<file path="config.mk">
export PLATFORM = sky130hd
export DESIGN_NAME = board_state_engine
export DESIGN_NICKNAME = d
export VERILOG_FILES = /design/src/rtl/board_state_engine.sv
export SDC_FILE = /design/constraint.sdc
export NUM_CORES = 2
export LEC_CHECK = 0
export CAP_MARGIN = 20
export CORE_UTILIZATION = 40
export DETAILED_ROUTE_END_ITERATION = 10
export PLACE_DENSITY_LB_ADDON = 0.15
export SETUP_SLACK_MARGIN = 0.15
export SYNTH_ARGS = -nofsm -noshare
export SYNTH_HDL_FRONTEND = slang
export SYNTH_SLANG_ARGS = --single-unit
</file>
<file path="constraint.sdc">
create_clock -name clk -period 4.1 [get_ports clk]
set_input_delay 1.025 -clock clk [delete_from_list [all_inputs] [get_ports clk]]
set_output_delay 1.025 -clock clk [all_outputs]
set_load 0.1 [all_outputs]
</file>
<file path="src/rtl/board_state_engine.sv">
// Chess board state holder with a circular undo history for moves, castling and en passant.
// Optional PROMOTION_EN: pawns reaching the last rank are written as queens.
module board_state_engine #(
    parameter int unsigned HIST_DEPTH = 16,
    parameter int unsigned PIECE_W    = 6
) (
    input  logic                        clk,
    input  logic                        rst_n,
    input  logic                        init,
    input  logic                        move_valid,
    output logic                        move_ready,
    input  logic [5:0]                  from_sq,
    input  logic [5:0]                  to_sq,
    input  logic [5:0]                  moving_piece,
    input  logic [5:0]                  captured_piece,
    input  logic [2:0]                  castling,
    input  logic [4:0]                  enpassant,
    input  logic                        color_type,
    input  logic                        undo_valid,
    output logic                        undo_ready,
    input  logic [5:0]                  rd_sq,
    output logic [PIECE_W-1:0]          rd_piece,
    output logic                        busy,
    output logic [$clog2(HIST_DEPTH):0] hist_count,
    output logic                        err
);
    localparam int unsigned PW = $clog2(HIST_DEPTH);

    localparam logic [4:0] T_PAWN   = 5'b00010;
    localparam logic [4:0] T_KNIGHT = 5'b00001;
    localparam logic [4:0] T_KING   = 5'b00100;
    localparam logic [4:0] T_QUEEN  = 5'b11000;
    localparam logic [4:0] T_ROOK   = 5'b10000;
    localparam logic [4:0] T_BISHOP = 5'b01000;

    typedef enum logic [2:0] {IDLE, APPLY, SIDE, PUSH, POP, RESTORE} state_t;

    typedef struct packed {
        logic [5:0]         from;
        logic [5:0]         to;
        logic [PIECE_W-1:0] moved;
        logic [PIECE_W-1:0] captured;
        logic [2:0]         castling;
        logic               ep;
    } histEntry_t;

    function automatic logic [PIECE_W-1:0] mkCode(input logic c, input logic [4:0] t);
        mkCode = '0;
        mkCode[PIECE_W-1] = c;
        mkCode[4:0] = t;
    endfunction

    function automatic logic [4:0] typeOf(input logic [5:0] oh);
        case (oh)
            6'b000001: typeOf = T_PAWN;
            6'b000010: typeOf = T_ROOK;
            6'b000100: typeOf = T_KNIGHT;
            6'b001000: typeOf = T_BISHOP;
            6'b010000: typeOf = T_QUEEN;
            6'b100000: typeOf = T_KING;
            default:   typeOf = 5'b00000;
        endcase
    endfunction

    function automatic logic [PIECE_W-1:0] startPiece(input logic [5:0] sq);
        logic [4:0] backType;
        case (sq[2:0])
            3'd0, 3'd7: backType = T_ROOK;
            3'd1, 3'd6: backType = T_KNIGHT;
            3'd2, 3'd5: backType = T_BISHOP;
            3'd3:       backType = T_QUEEN;
            default:    backType = T_KING;
        endcase
        case (sq[5:3])
            3'd0:    startPiece = mkCode(1'b0, backType);
            3'd1:    startPiece = mkCode(1'b0, T_PAWN);
            3'd6:    startPiece = mkCode(1'b1, T_PAWN);
            3'd7:    startPiece = mkCode(1'b1, backType);
            default: startPiece = '0;
        endcase
    endfunction

    state_t             state;
    logic [PIECE_W-1:0] board [64];
    histEntry_t         hist [HIST_DEPTH];
    histEntry_t         cur;
    logic [PW-1:0]      wrPtr;
    logic [PW-1:0]      lastPtr;
    logic [PW:0]        count;
    logic               undoOp;
    logic               castleK, castleQ, sideNeeded;
    logic               moverColor;
    logic [2:0]         rank;
    logic [5:0]         epSq;
    logic [PIECE_W-1:0] rookCode;
    logic [PIECE_W-1:0] placedCode;
    logic [PIECE_W-1:0] capturedCode;

    assign lastPtr      = wrPtr - 1'b1;
    assign castleK      = (cur.castling == 3'b100);
    assign castleQ      = (cur.castling == 3'b010);
    assign sideNeeded   = castleK | castleQ | cur.ep;
    assign moverColor   = cur.moved[PIECE_W-1];
    assign rank         = cur.from[5:3];
    assign epSq         = {cur.from[5:3], cur.to[2:0]};
    assign rookCode     = mkCode(moverColor, T_ROOK);
    assign capturedCode = (captured_piece == 6'b000000) ? '0
                        : mkCode(~color_type, typeOf(captured_piece));

`ifdef PROMOTION_EN
    // History keeps the original pawn code, so undo naturally demotes the queen.
    logic promote;
    assign promote    = (cur.moved[4:0] == T_PAWN) &&
                        (moverColor ? (cur.to[5:3] == 3'd0) : (cur.to[5:3] == 3'd7));
    assign placedCode = promote ? mkCode(moverColor, T_QUEEN) : cur.moved;
`else
    assign placedCode = cur.moved;
`endif

    assign move_ready = (state == IDLE);
    assign undo_ready = (state == IDLE);
    assign busy       = (state != IDLE);
    assign hist_count = count;
    assign rd_piece   = board[rd_sq];

    always_ff @(posedge clk or negedge rst_n) begin
        if (!rst_n) begin
            for (int unsigned i = 0; i < 64; i++) board[i] <= startPiece(6'(i));
            state  <= IDLE;
            wrPtr  <= '0;
            count  <= '0;
            err    <= 1'b0;
            cur    <= '0;
            undoOp <= 1'b0;
        end else begin
            err <= 1'b0;
            if (init) begin
                for (int unsigned i = 0; i < 64; i++) board[i] <= startPiece(6'(i));
                state  <= IDLE;
                wrPtr  <= '0;
                count  <= '0;
                undoOp <= 1'b0;
            end else begin
                case (state)
                    IDLE: begin
                        if (undo_valid) begin
                            if (count == '0) begin
                                err <= 1'b1;
                            end else begin
                                undoOp <= 1'b1;
                                state  <= POP;
                            end
                        end else if (move_valid) begin
                            if (!$onehot(moving_piece)) begin
                                err <= 1'b1;
                            end else begin
                                cur <= '{from: from_sq, to: to_sq,
                                         moved: mkCode(color_type, typeOf(moving_piece)),
                                         captured: capturedCode, castling: castling,
                                         ep: (enpassant != 5'b00001)};
                                undoOp <= 1'b0;
                                state  <= APPLY;
                            end
                        end
                    end
                    APPLY: begin
                        board[cur.from] <= '0;
                        board[cur.to]   <= placedCode;
                        state <= sideNeeded ? SIDE : PUSH;
                    end
                    // Shared by move (forward rook / capture removal) and undo (reverse).
                    SIDE: begin
                        if (!undoOp) begin
                            if (castleK) begin
                                board[{rank, 3'd7}] <= '0;
                                board[{rank, 3'd5}] <= rookCode;
                            end else if (castleQ) begin
                                board[{rank, 3'd0}] <= '0;
                                board[{rank, 3'd3}] <= rookCode;
                            end else begin
                                board[epSq] <= '0;
                            end
                            state <= PUSH;
                        end else begin
                            if (castleK) begin
                                board[{rank, 3'd5}] <= '0;
                                board[{rank, 3'd7}] <= rookCode;
                            end else if (castleQ) begin
                                board[{rank, 3'd3}] <= '0;
                                board[{rank, 3'd0}] <= rookCode;
                            end else begin
                                board[epSq] <= mkCode(~moverColor, T_PAWN);
                            end
                            state <= IDLE;
                        end
                    end
                    PUSH: begin
                        wrPtr <= wrPtr + 1'b1;
                        if (count != (PW+1)'(HIST_DEPTH)) count <= count + 1'b1;
                        state <= IDLE;
                    end
                    POP: begin
                        cur   <= hist[lastPtr];
                        wrPtr <= lastPtr;
                        count <= count - 1'b1;
                        state <= RESTORE;
                    end
                    RESTORE: begin
                        board[cur.from] <= cur.moved;
                        board[cur.to]   <= cur.ep ? '0 : cur.captured;
                        state <= sideNeeded ? SIDE : IDLE;
                    end
                    default: state <= IDLE;
                endcase
            end
        end
    end

    always_ff @(posedge clk) begin
        if (state == PUSH && !init) hist[wrPtr] <= cur;
    end
endmodule

</file>
Word level (Yosys, flattened, before mapping)
Memory sizes are Yosys's and may differ from the RTL's.
Cells that the tools add are included.

word-level totals
  output and inout port bits = 15
  memories kept = 1
  bits in writable memories = 448
  bits of input ports = 44
  flip-flop bits (word level) = 426

memories
  name  depth  bits a word  read ports  clocked after memory_dff  write ports  RTL line  source
  hist  16     28           1           0                         1            85        histEntry_t hist [HIST_DEPTH];

operators by class
  add/subtract/negate cells = 9
  order comparisons = 15
  multiplexer cells = 68
  bitwise logic cells = 25
  equality and inequality tests = 30
  reduce and logical (&&, ||, !) cells = 23

operator list
  kind                  count
  $bwmux W384           8
  $and A384 B384 Y384   6
  $mux W384             6
  $not A384 Y384        6
  $pmux W384 S3         1
  $demux W6 S6          7
  $mux W28              3
  $mux W6               11
  $pmux W5 S6           2
  $ge A7 B7 Y1 const B  8
  $not A6 Y7            8
  $pmux W28 S2          1
  $lt A7 B1 Y1 const B  7
  $bmux W6 S6           1
  $mux W1               15
  $mux W3               5
  $pmux W3 S5           1
  $eq A6 B1 Y1 const B  2
  $eq A6 B2 Y1 const B  2
  $eq A6 B3 Y1 const B  2
  $eq A6 B4 Y1 const B  2
  $eq A6 B5 Y1 const B  2
  $eq A6 B6 Y1 const B  2
  $reduce_bool A3 Y1    4
  other kinds (36)      58

Depth between registers and ports, before layout
  depth after elaboration = 13
  gate-level depth with buffers = 14
  gate-level depth less buffers = 12

Worst setup path before layout
Ideal clock, no wire load.

  kind = reg-to-output
  from = register state[2]
  to = output port busy
  cell stages (with the launch flop) = 6
  data required time = 3.075 ns
  setup slack = -1.361 ns
  buffers on the path = 3
  data arrival time = 4.436 ns
  cell sequence = dfrtp_1 > buf_2 > clkbuf_1 > clkbuf_1 > nor3_1 > inv_1

on the way
  cells in the longest elaborated chain, start to end = 1

ends and longest elaborated chain
  item                      RTL line  source
  start: declaration        83        state_t state;
  start signal: assignment  169       state <= sideNeeded ? SIDE : PUSH;
  start signal: assignment  211       state <= sideNeeded ? SIDE : IDLE;
  $reduce_bool A3 Y1        122       assign busy = (state != IDLE);
  end: declaration          23        output logic busy,

Every way passes these cells.

Worst setup path after layout
  from = input port rd_sq[0]
  to = output port rd_piece[4]

on the way
  cells in the longest elaborated chain, start to end = 4

ends and longest elaborated chain
  item                                        RTL line  source
  start: declaration                          21        input logic [5:0] rd_sq,
  $not A6 Y7 (implied by the code)            124       assign rd_piece = board[rd_sq];
  $bmux W6 S6                                 124
  $mux W6 (implied by the code) (2 in a row)  124
  end: declaration                            22        output logic [PIECE_W-1:0] rd_piece,

Every way passes these cells. The select of a mux whose other input is x is not followed.

==> impl_metrics.py <==
metrics = {
    "power_and_ir_drop": {
        "power_per_cell_area_nw_per_um2": 656,
        "peakVddDrop_mv": 0.561,
        "power.leakage_nw": 22.9,
        "power.total_mw": 42.4,
    },
    "routing": {
        "wire_per_inst_um": 38.9,
        "wl_mm": 307,
        "ant_nets": 0,
        "drt_iter0_markers": 9901,
        "routed_via_density": 7.39,
        "drt_pass1_iterations": 7,
        "num_vias": 58455,
        "drc": 0,
    },
    "synthesis": {
        "postSynthCellCount": 5987,
        "ys.flop_type": "edfxtp_1",
        "synth-seq-cells": 874,
        "syn-num-nets": 6047,
        "avgSynthCellArea_um2": 9.32,
        "synth_edf_count": 448,
        "netlist_area_um2": 55800,
        "synth.distinct_cells": 113,
        "async_flop_share_pct": 48.7,
        "yosysWarnings": 0,
        "yosysSeqAreaShare_pct": 43.3,
    },
    "clock_network": {
        "clkLatencyLatePin_ns": 0.77,
        "cts_buffers": 102,
        "root_buffer": "clkbuf_16",
        "tritoncts": "done",
        "h-tree-depth": 3,
        "cts.sinks": 874,
        "cts_buffer_depth": 3,
        "cts_hold_buf": 0,
        "clk_pin_slew_ns": 0.05,
    },
    "timing": {
        "setup_ws_ns": 0.0293,
        "finalHoldViolations": 0,
        "tightest_slew_ns": 1.22,
        "skew_ns": 0.0452,
        "slew_violations": 0,
        "period_share_pct": 99.3,
        "max_freq_ghz": 0.246,
        "slew_headroom_pct": 18.3,
        "setup_viol": 0,
        "rsz0062_at_grt": "true",
        "fin_crit_ns": 4.07,
    },
    "worst_setup_path": {
        "cp.required_ns": 3.07,
        "crit_chain": "buf_16 -> buf_12 -> buf_6 -> mux4_2 -> o22ai_1 -> o31a_1 -> a21oi_4 -> buf_12",
        "cp_slowest_cell": "mux4_2",
        "worst-setup-path-type": "in2out",
        "crit_buf_inv": 4,
        "crit_arrival_ns": 3.05,
        "critPathCaptureType": "primary output",
        "cpMostUsedCell": "buf_12",
        "max_stage_delay_ns": 0.54,
        "crit_path_start_kind": "primary input",
        "critPathTopFamily": "compound AO/OA/AOI/OAI gates",
        "crit_fanout": 9,
    },
    "final_layout": {
        "syn_to_final_growth_pct": 15.9,
        "drive_above_1_share_pct": 18.0,
        "nNetsFinal": 6064,
    },
    "floorplan": {
        "rows": 136,
        "dieHeight_um": 375,
        "die_w_um": 375,
        "die-area_um2": 141000,
        "ios": 59,
        "core_um2": 138000,
        "start_util_pct": 40.5,
    },
    "placement": {
        "place_hpwl_mm": 200,
        "place_ws_ns": -0.787,
        "numPortBuffers": 58,
        "place_congestion": 1.07,
    },
    "global_route": {
        "grt_pass1_vias": 53519,
        "met2_usage_pct": 56.9,
        "grt_pass1_wl_mm": 428,
        "track_usage_pct": 42.8,
        "use_met1_pct": 56.6,
        "grt_start_max_net_pins": 94,
        "grt_util_met3_pct": 16.6,
        "grt_antenna_before_repair": 29,
        "grt-ovfl-total": 0,
        "top_usage_layer": "met2",
    },
    "job": {
        "cap_viol_max_count": 0,
    },
    "status": {
        "outcome": "completed",
    },
    "hold_path": {
        "hold_class": "in2async",
    },
}
[logic make-up (layout without fill, tap and decap cells)]
group | count (synthesis) | count (layout) | synth area share, %
adder cells (fa/ha/maj) | 16 | 16 | 0.413
XOR/XNOR | 13 | 13 | 0.204
AND/OR/NAND/NOR | 1977 | 1977 | 16.2
flip-flops | 874 | 874 | 43.3
buffers and inverters | 625 | 729 | 4.92
other | 0 | 22 | 0
multiplexers | 255 | 255 | 9.33
AO/OA/AOI/OAI | 2227 | 2227 | 25.5
[worst register-to-register path: cells and delay by family, from the launching register on]
kind	cells	cell delay (ns)
compound gates	3	0.49
buf+inv	3	1.15
flops	1	0.59
simple gates	2	1.31
[final timing paths]
| check | end | slack (ns) | cells after the start | from |
|---|---|---|---|---|
| worst max-delay path | rd_piece[4] | 0.03 | 8 | rd_sq[0] |
| worst max register to register | board[115] | 0.50 | 8 | cur[17] |
| max in group asynchronous | wrPtr[0] | 2.86 | 2 | rst_n |
| min in group clk | board[340] | 0.49 | 2 | board[340] |
| worst min-delay path | board[57] | 0.21 | 1 | rst_n |
| worst min register to register | board[340] | 0.49 | 2 | board[340] |
[layout make-up]
type	count	area [µm²]
multi-input combinational	4488	29500
antenna	22	55.1
tap	1794	2240
sequential	874	24200
fill	12993	73200
timing repair buffer	497	4860
inverter	41	154
clock inverter	62	812
clock buffer	129	2740
[flip-flops by register name (all words and copies together), names as in the netlist]
signal / count
hist: 448
board: 384
cur: 22
placedCode: 6
hist_count: 5
wrPtr: 4
state: 3
err: 1
undoOp: 1
[what timing repair did]
action                                  CTS  global route
gates cloned                              2             0
setup buffers                             3             2
endpoints found under the setup margin   26            29
pin swaps                                16            15
resized for setup                        60            23
hold endpoints to repair                  0             0
[synth_stat cells (20+ instances only)]
cell type | n | area (µm²)
o221ai_1 | 48 | 420
mux4_2 | 210 | 4730
dfstp_2 | 50 | 1310
o21ai_0 | 626 | 3130
a31oi_1 | 146 | 913
a22oi_1 | 32 | 240
nor3_1 | 205 | 1030
nand4_1 | 23 | 144
nor2_1 | 448 | 1680
nand2_1 | 915 | 3430
nor2b_1 | 28 | 175
buf_2 | 171 | 856
mux2i_1 | 28 | 280
and3_1 | 22 | 138
a311oi_1 | 35 | 307
o2111ai_1 | 20 | 175
buf_4 | 29 | 218
nand3_1 | 151 | 756
a211oi_1 | 141 | 1060
a221oi_1 | 63 | 552
buf_1 | 41 | 154
dfrtp_1 | 376 | 9410
o31ai_1 | 46 | 345
a21oi_1 | 512 | 2560
a21o_1 | 67 | 503
o22ai_1 | 87 | 544
inv_1 | 39 | 146
o211ai_1 | 99 | 743
edfxtp_1 | 448 | 13500
clkbuf_1 | 331 | 1240
a22o_1 | 56 | 490
[through the flow]
stage               cell area [µm²]  hold slack [ns]  setup TNS [ns]  cells  utilization [%]
floorplan                     55900            0.450               0   5987                -
global placement              60500            0.475          -21.62   7683             43.9
detailed placement            60500            0.480          -21.81   7684             43.9
CTS                           64400            0.207               0   7880             46.7
global route                  64600            0.258               0   7886             46.9
finish                        64600            0.207               0   7907             46.9
[metal layers]
layer / routed length [µm] / up-vias
met5: 378 / -
met4: 25600 / 34
met3: 46000 / 1457
met2: 119000 / 5354
met1: 116000 / 28575
li1: - / 23035
[layout by cell type (no fill, tap or decap), types with 145 or more instances in the layout]
cell / n
mux4_2: 210
a21oi_1: 505
buf_4: 363
nor2_1: 427
a31oi_1: 145
o21ai_0: 620
edfxtp_1: 448
nor3_1: 197
nand3_1: 146
dfrtp_1: 359
nand2_1: 910
[report_power, final]
group	switching, mW	internal, mW	total [mW]
Clock	4.28	5.61	9.89
Sequential	1.97	10.4	12.4
Combinational	14.8	5.39	20.2
Total	21.0	21.4	42.4
No activity file was read; power rests on OpenSTA's default activity.
